### src/rtl/regfile_wb_arbiter.sv
// regfile_wb_arbiter: shares the regfile write port between ALU (A) and LSU (B) writeback.
// Round-robin or fixed priority with a B starvation guard; registered write, r0 writes dropped.
module regfile_wb_arbiter #(
    parameter int WORD     = 32,
    parameter int RR       = 1,
    parameter int MAX_WAIT = 4
) (
    input  logic            clk,
    input  logic            rst,
    input  logic            hold,
    input  logic            a_valid,
    input  logic [4:0]      a_addr,
    input  logic [WORD-1:0] a_data,
    output logic            a_ready,
    input  logic            b_valid,
    input  logic [4:0]      b_addr,
    input  logic [WORD-1:0] b_data,
    output logic            b_ready,
    output logic            rf_we,
    output logic [4:0]      rf_waddr,
    output logic [WORD-1:0] rf_wdata,
    output logic            last_b
);
    logic [3:0] wait_cnt;
    logic       force_b;
    logic       a_wr;
    logic       b_wr;

    assign force_b = (RR == 0) && (wait_cnt == 4'(MAX_WAIT));
    assign a_wr    = a_ready && (a_addr != 5'd0);
    assign b_wr    = b_ready && (b_addr != 5'd0);

    always_comb begin
        a_ready = 1'b0;
        b_ready = 1'b0;
        if (!rst && !hold) begin
            if (a_valid && b_valid) begin
                b_ready = (RR != 0) ? !last_b : force_b;
                a_ready = !b_ready;
            end else begin
                a_ready = a_valid;
                b_ready = b_valid;
            end
        end
    end

    always_ff @(posedge clk) begin
        if (rst) begin
            rf_we    <= 1'b0;
            rf_waddr <= 5'd0;
            rf_wdata <= '0;
            last_b   <= 1'b1;
            wait_cnt <= 4'd0;
        end else begin
            rf_we <= a_wr || b_wr;
            if (a_wr) begin
                rf_waddr <= a_addr;
                rf_wdata <= a_data;
            end else if (b_wr) begin
                rf_waddr <= b_addr;
                rf_wdata <= b_data;
            end
            if (a_ready || b_ready)
                last_b <= b_ready;
            // Counter tracks consecutive refused-while-valid cycles of B; frozen during hold.
            if (RR != 0)
                wait_cnt <= 4'd0;
            else if (!hold) begin
                if (!b_valid || b_ready)
                    wait_cnt <= 4'd0;
                else if (wait_cnt < 4'(MAX_WAIT))
                    wait_cnt <= wait_cnt + 4'd1;
            end
        end
    end
endmodule
### config.mk
export PLATFORM = sky130hd
export DESIGN_NAME = regfile_wb_arbiter
export DESIGN_NICKNAME = d
export VERILOG_FILES = /design/src/rtl/regfile_wb_arbiter.sv
export SDC_FILE = /design/constraint.sdc
export NUM_CORES = 1
export LEC_CHECK = 0
export BUFFER_PORTS_ARGS = -buffer_cell sky130_fd_sc_hd__clkbuf_2
export CAP_MARGIN = 20
export CORE_MARGIN = 4
export CORE_UTILIZATION = 43
export DETAILED_ROUTE_END_ITERATION = 16
export PLACE_DENSITY = 0.81
export SYNTH_ARGS = -nofsm -noshare
export SYNTH_HDL_FRONTEND = slang
export SYNTH_SLANG_ARGS = --single-unit
### constraint.sdc
create_clock -name clk -period 1.8 [get_ports clk]
set_clock_uncertainty 0.15 [all_clocks]
set_input_delay 0 -clock clk [delete_from_list [all_inputs] [get_ports clk]]
set_output_delay 0 -clock clk [all_outputs]
set_load 0.05 [all_outputs]
==> results of run 1 <==
layout by cell type (no fill, tap or decap), drive strengths merged:
cell / n
a31oi: 1
inv: 3
clkbuf: 124
dfxtp: 39
a22oi: 1
nand2: 6
nor3: 38
o31ai: 1
a311oi: 35
or4: 1
nor2: 2
or2: 1
dlygate4sd3: 76
a211oi: 1
and2: 1
o211ai: 1
buf: 14
clkinv: 2
nand2b: 2
nand3: 32
a211o: 2
o21ai: 37
cell families after synthesis:
logic type / Yosys count / share of synthesized area, %
and+or+nand+nor: 83 / 20.6
AOI/OAI and AO/OA: 79 / 29.5
DFF: 39 / 38.7
buffers and inverters: 35 / 11.2
stage by stage:
stage / instance area [sq um] / total power, mW / std cells / util (%)
floorplan: 2020 / 1.34 / 236 / -
global placement: 2620 / 1.52 / 389 / 59.0
detailed placement: 2620 / 1.53 / 389 / 59.0
CTS: 3470 / 2.25 / 472 / 78.0
global route: 3500 / 2.37 / 472 / 78.7
finish: 3500 / 2.28 / 472 / 78.7
worst max-delay path, delay by kind of cell (launching register included):
family | cells | cell delay, ns
AO/OA/AOI/OAI | 1 | 0.34
buffers and inverters | 3 | 0.59
flip-flops | 1 | 0.37
routing by layer:
metal	GRT usage (%)	vias to the layer above	routed length, microns	part of all wire [%]
met5	0	-	0	0
met4	13.6	0	398	4.3
met3	7.57	48	720	7.8
met2	55.4	203	4760	52
met1	34.8	1339	3360	36
li1	-	1275	-	-
area by class of cell:
class / count / area, sq um / area share, %
clock buffers: 6 / 82.6 / 2.36
clock inverters: 1 / 5.00 / 0.143
inverters: 4 / 16.3 / 0.465
multi-input cells: 162 / 1030 / 29.4
flip-flops and latches: 39 / 785 / 22.4
well taps: 52 / 65.1 / 1.86
repair buffers: 208 / 1520 / 43.4
synthesized netlist by cell type (2+ instances only):
cell type,number
a211o_1,2
a311oi_1,27
a311oi_2,8
buf_2,8
buf_4,2
buf_6,7
buf_8,2
clkbuf_1,12
dfxtp_1,39
inv_1,3
nand2_1,6
nand2b_1,2
nand3_1,32
nor3_1,38
o21ai_0,34
o21ai_1,3
sequential cells by signal (all words and copies together), names as in the netlist:
| register | cells |
|---|---|
| last_b | 1 |
| rf_waddr | 5 |
| rf_we | 1 |
| rf_wdata | 32 |
final timing paths:
kind | startpoint | to | slack (ns) | depth (start not counted)
setup / recovery | last_b$_SDFFE_PP1P_ | b_ready | 0.06 | 4
hold / removal | rst | rf_wdata[3]$_SDFFE_PP0P_ | 0.25 | 3
setup reg to reg | last_b$_SDFFE_PP1P_ | rf_wdata[22]$_SDFFE_PP0P_ | 0.08 | 5
hold reg to reg | rf_wdata[14]$_SDFFE_PP0P_ | rf_wdata[14]$_SDFFE_PP0P_ | 0.36 | 2
power breakdown:
part | leakage (nW) | total, mW | internal (mW) | switching (mW)
logic | 1.09 | 0.717 | 0.288 | 0.429
registers | 0.320 | 0.956 | 0.922 | 0.0340
clock network | 0.0470 | 0.610 | 0.301 | 0.309
total | 1.46 | 2.28 | 1.51 | 0.772
what timing repair did:
item | in CTS | in global routing
hold buffers | 76 | 0
endpoints found under the setup margin | 0 | 5
hold endpoints to repair | 38 | 0
gates resized for setup | 0 | 9
==> flow_metrics.env, run 1 <==
export IMPL_status="finished clean"
export IMPL_ys_seq_area_share_pct=38.7
export IMPL_setup_slack_ns=0.0557
export IMPL_gr_total_overflow=0
export IMPL_whs_ns=0.246
export IMPL_die_height_microns=76.5
export IMPL_synth_cell_type_count=27
export IMPL_gp_congestion=0.801
export IMPL_ys_flop_type="dfxtp_1"
export IMPL_synth_top_cell_area_share_pct=38.7
export IMPL_worstPathRequired_ns=1.65
export IMPL_rsz0062_at_grt="false"
export IMPL_die_area_sq_um=5850
export IMPL_start_util_pct=45.4
export IMPL_async_flop_share_pct=0
export IMPL_ioPinCount=120
export IMPL_post_cts_buffers=0
export IMPL_vias_per_cell=6.07
export IMPL_die_w_microns=76.5
export IMPL_cts_root_buffer="clkbuf_8"
export IMPL_wl_mm=9.23
export IMPL_n_fill_cell=317
export IMPL_synth_seq_cells=39
export IMPL_synthToLayoutAreaGrowth_pct=73.5
export IMPL_cp_slowest_cell="dfxtp_4"
export IMPL_cp_slowest_stage_delay_ns=0.37
export IMPL_numCtsBuffers=5
export IMPL_p_per_area_nw_per_um2=652
export IMPL_clock_fmax_mhz=573
export IMPL_worst_pin_slew_ns=0.488
export IMPL_dp_slack_ns=0.142
export IMPL_final_setup_viol_count=0
export IMPL_syn_nets=315
export IMPL_ant_nets=0
export IMPL_vias=2865
export IMPL_htree_levels=2
export IMPL_hpwlAfterDp_mm=4.72
export IMPL_clock_sinks=39
export IMPL_post_route_period_util_pct=96.9
export IMPL_hold_class="input port to register"
export IMPL_slew_headroom_pct=67.5
export IMPL_wl_per_cell_microns=19.6
export IMPL_grt_usage_pct=31.0
export IMPL_core_sq_um=4440
export IMPL_grt_pass1_vias=2904
export IMPL_insertion_delay_ns=0.29
export IMPL_cts_buffer_depth=2
export IMPL_final_layout_size_suffix_gt1_share_pct=36.4
export IMPL_crit_type="register to output pin"
export IMPL_yosysWarnings=0
export IMPL_worstPathArrival_ns=1.59
export IMPL_synth_area_leaders="dfxtp_1 39%, a311oi_1 12%, nor3_1 9.4%"
export IMPL_path_cells="a211o_1 > clkinv_2 > buf_4 > buf_2"
export IMPL_num_antenna_cells=0
export IMPL_route_detailed_drc=0
export IMPL_cts_tree="yes"
export IMPL_grt_max_degree=39
export IMPL_clk_pin_slew_ns=0.07
export IMPL_maxSlewViolCount=0
export IMPL_period_needed_ns=1.74
export IMPL_drt_initial_drc_count=256
export IMPL_worstSetupStartpointType="register"
export IMPL_grt_pass1_wl_mm=14.7
export IMPL_io_buffers=119
export IMPL_grt_antenna_before_repair=0
export IMPL_fin_tns_setup_ns=0
export IMPL_fp_row_count=24
export IMPL_first_pass_iters=5
export IMPL_maxCapViolCount=0
export IMPL_cp_max_fo=14
export IMPL_yosys_area_top_type="dfxtp_1"
export IMPL_ir_worst_vdd_mv=0.440
export IMPL_synth_area_per_cell_sq_um=8.55
export IMPL_num_nets_final=499
export IMPL_p_leak_nw=1.46
export IMPL_cp_end_kind="output pin"
export IMPL_finalHoldViolCount=0
export IMPL_synth_edf_count=0
export IMPL_synthCells=236
export IMPL_synthesis_area_sq_um=2020
(Power assumes the default switching activity.)
==> inputs of run 2 (changes only) <==
--- a/config.mk
+++ b/config.mk
@@ -8,9 +8,9 @@
 export BUFFER_PORTS_ARGS = -buffer_cell sky130_fd_sc_hd__clkbuf_2
 export CAP_MARGIN = 20
 export CORE_MARGIN = 4
-export CORE_UTILIZATION = 43
+export CORE_UTILIZATION = 30
 export DETAILED_ROUTE_END_ITERATION = 16
-export PLACE_DENSITY = 0.81
+export PLACE_DENSITY = 0.61
 export SYNTH_ARGS = -nofsm -noshare
 export SYNTH_HDL_FRONTEND = slang
 export SYNTH_SLANG_ARGS = --single-unit
==> run 2 against run 1 <==
- largest power group unchanged
- utilization fell by 22 points
- wire length fell by 11%
- first-iteration DRC count fell by 57%
- critical path type is now input port to register
- critical endpoint is now rf_wdata[11]$_SDFFE_PP0P_
- via count fell by 6.1%
- non-clock buffer count rose by 5
==> flow_metrics.env, run 2 (synthesis gave the netlist of run 1 again) <==
export IMPL_status="finished clean"
export IMPL_insertion_delay_ns=0.29
export IMPL_clk_pin_slew_ns=0.09
export IMPL_num_nets_final=504
export IMPL_cp_max_fo=23
export IMPL_hpwlAfterDp_mm=4.92
export IMPL_reg_top3="rf_wdata: 32 flops, rf_waddr: 5 flops"
export IMPL_worst_pin_slew_ns=0.467
export IMPL_cp_slowest_cell="dlygate4sd3_1"
export IMPL_die_height_microns=90.0
export IMPL_first_pass_iters=5
export IMPL_drt_initial_drc_count=110
export IMPL_cp_top_family="buffers and inverters"
export IMPL_p_per_area_nw_per_um2=619
export IMPL_period_needed_ns=1.71
export IMPL_final_area_sq_um=3650
export IMPL_start_util_pct=31.4
export IMPL_num_antenna_cells=0
export IMPL_htree_levels=2
export IMPL_whs_endpoint="rf_waddr[4]$_SDFFE_PP0P_"
export IMPL_p_leak_nw=1.52
export IMPL_core_sq_um=6420
export IMPL_cp_slowest_stage_delay_ns=0.54
export IMPL_r2r_cells=5
export IMPL_fin_tns_setup_ns=0
export IMPL_grt_pass1_wl_mm=12.7
export IMPL_gp_congestion=0.773
export IMPL_grt_antenna_before_repair=0
export IMPL_largest_register="rf_wdata"
export IMPL_io_buffers=119
export IMPL_finalHoldViolCount=0
export IMPL_fp_row_count=29
export IMPL_final_setup_viol_count=0
export IMPL_crit_type="input port to register"
export IMPL_clock_fmax_mhz=585
export IMPL_cp_end_kind="register"
export IMPL_rsz0062_at_grt="false"
export IMPL_clock_sinks=39
export IMPL_n_fill_cell=571
export IMPL_numCtsBuffers=5
export IMPL_route_detailed_drc=0
export IMPL_maxCapViolCount=0
export IMPL_die_w_microns=90.0
export IMPL_final_core_util_pct=56.9
export IMPL_final_layout_size_suffix_gt1_share_pct=36.6
export IMPL_cts_buffer_depth=2
export IMPL_post_route_period_util_pct=95.0
export IMPL_wl_per_cell_microns=16.4
export IMPL_vias=2689
export IMPL_ir_worst_vdd_mv=0.321
export IMPL_grt_max_degree=39
export IMPL_wl_mm=8.23
export IMPL_multiInputGateArea_sq_um=1020
export IMPL_worstPathArrival_ns=1.75
export IMPL_hold_class="input port to register"
export IMPL_worstSetupStartpointType="input port"
export IMPL_cts_root_buffer="clkbuf_8"
export IMPL_slew_headroom_pct=68.9
export IMPL_path_cells="dlygate4sd3_1 > clkbuf_2 > nor3_1 > and2_2 > buf_12 > o21ai_0 > a311oi_1"
export IMPL_final_cell_mix="117 x clkbuf_2, 77 x dlygate4sd3_1, 38 x nor3_1, 38 x dfxtp_1, 34 x o21ai_0"
export IMPL_synthToLayoutAreaGrowth_pct=81.1
export IMPL_whs_ns=0.103
export IMPL_postPlaceCellArea_sq_um=2680
export IMPL_maxSlewViolCount=0
export IMPL_vias_per_cell=5.35
export IMPL_r2r_end="rf_wdata[19]$_SDFFE_PP0P_"
export IMPL_register_area_sq_um=785
export IMPL_r2r_start="last_b$_SDFFE_PP1P_"
export IMPL_critPathBufInv=3
export IMPL_worstPathRequired_ns=1.84
export IMPL_mostFrequentLayoutCell="clkbuf_2"
export IMPL_cts_tree="yes"
export IMPL_largest_register_ffs=32
export IMPL_ant_nets=0
export IMPL_r2r_slack_ns=0.16
export IMPL_gr_total_overflow=0
export IMPL_post_cts_buffers=0
export IMPL_grt_usage_pct=18.7
export IMPL_hold_start="a_addr[4]"
export IMPL_hold_depth=3
export IMPL_ioPinCount=120
export IMPL_grt_pass1_vias=2658
export IMPL_die_area_sq_um=8100
-- run 2: worst min-delay path: stages --
cell and delay, ns:
dlymetal6s4s_1 0.20, nor3_1 0.07, a311oi_1 0.23
-- run 2: layout make-up --
cell class / count / area share [%]
Clock buffer: 6 / 1.99
Inverter: 4 / 0.445
Clock inverter: 2 / 0.343
Multi-Input combinational cell: 162 / 28.0
Sequential cell: 39 / 21.5
Tap cell: 77 / 2.64
Timing Repair Buffer: 213 / 45.1
-- run 2: worst max path at each step --
stage,endpoint,slack (ns),depth (start not counted),startpoint
global placement,rf_wdata[6]$_SDFFE_PP0P_,0.18,6,a_addr[3]
detailed placement,rf_wdata[22]$_SDFFE_PP0P_,0.15,5,last_b$_SDFFE_PP1P_
floorplan,rf_wdata[10]$_SDFFE_PP0P_,0.08,6,last_b$_SDFFE_PP1P_
global route,rf_wdata[23]$_SDFFE_PP0P_,0.001,8,b_valid
finish,rf_wdata[11]$_SDFFE_PP0P_,0.09,7,b_addr[0]
CTS,rf_wdata[11]$_SDFFE_PP0P_,0.02,7,b_addr[0]
-- run 2: metal layers --
metal  vias to the layer above  wire (microns)  share of wire (%)  track usage, %
met1                      1235            3610                 44            23.6
met3                        26             581                7.1            5.34
met2                       138            3820                 46            29.8
met4                         0             220                2.7            8.04
met5                         -               0                  0               0
li1                       1290               -                  -               -
-- run 2: per-stage QoR --
step	power [mW]	cells	setup WS, ns
final	2.26	503	0.0905
after global routing	2.36	503	0.00117
after CTS	2.27	500	0.0150
after detailed placement	1.53	414	0.151
after global placement	1.53	414	0.181
after floorplan	1.34	236	0.0777
-- run 2: power breakdown --
group	switching (mW)	total, mW	leakage, nW	internal [mW]
Combinational	0.414	0.717	1.16	0.303
Clock	0.319	0.590	0.0412	0.271
Sequential	0.0322	0.954	0.320	0.922
-- run 2: what timing repair did --
| item | 4_1_cts | 5_1_grt |
|---|---|---|
| endpoints found under the setup margin | 0 | 29 |
| endpoints found under the hold margin | 38 | 0 |
| hold buffers | 78 | 0 |
| gates resized for setup | 0 | 9 |
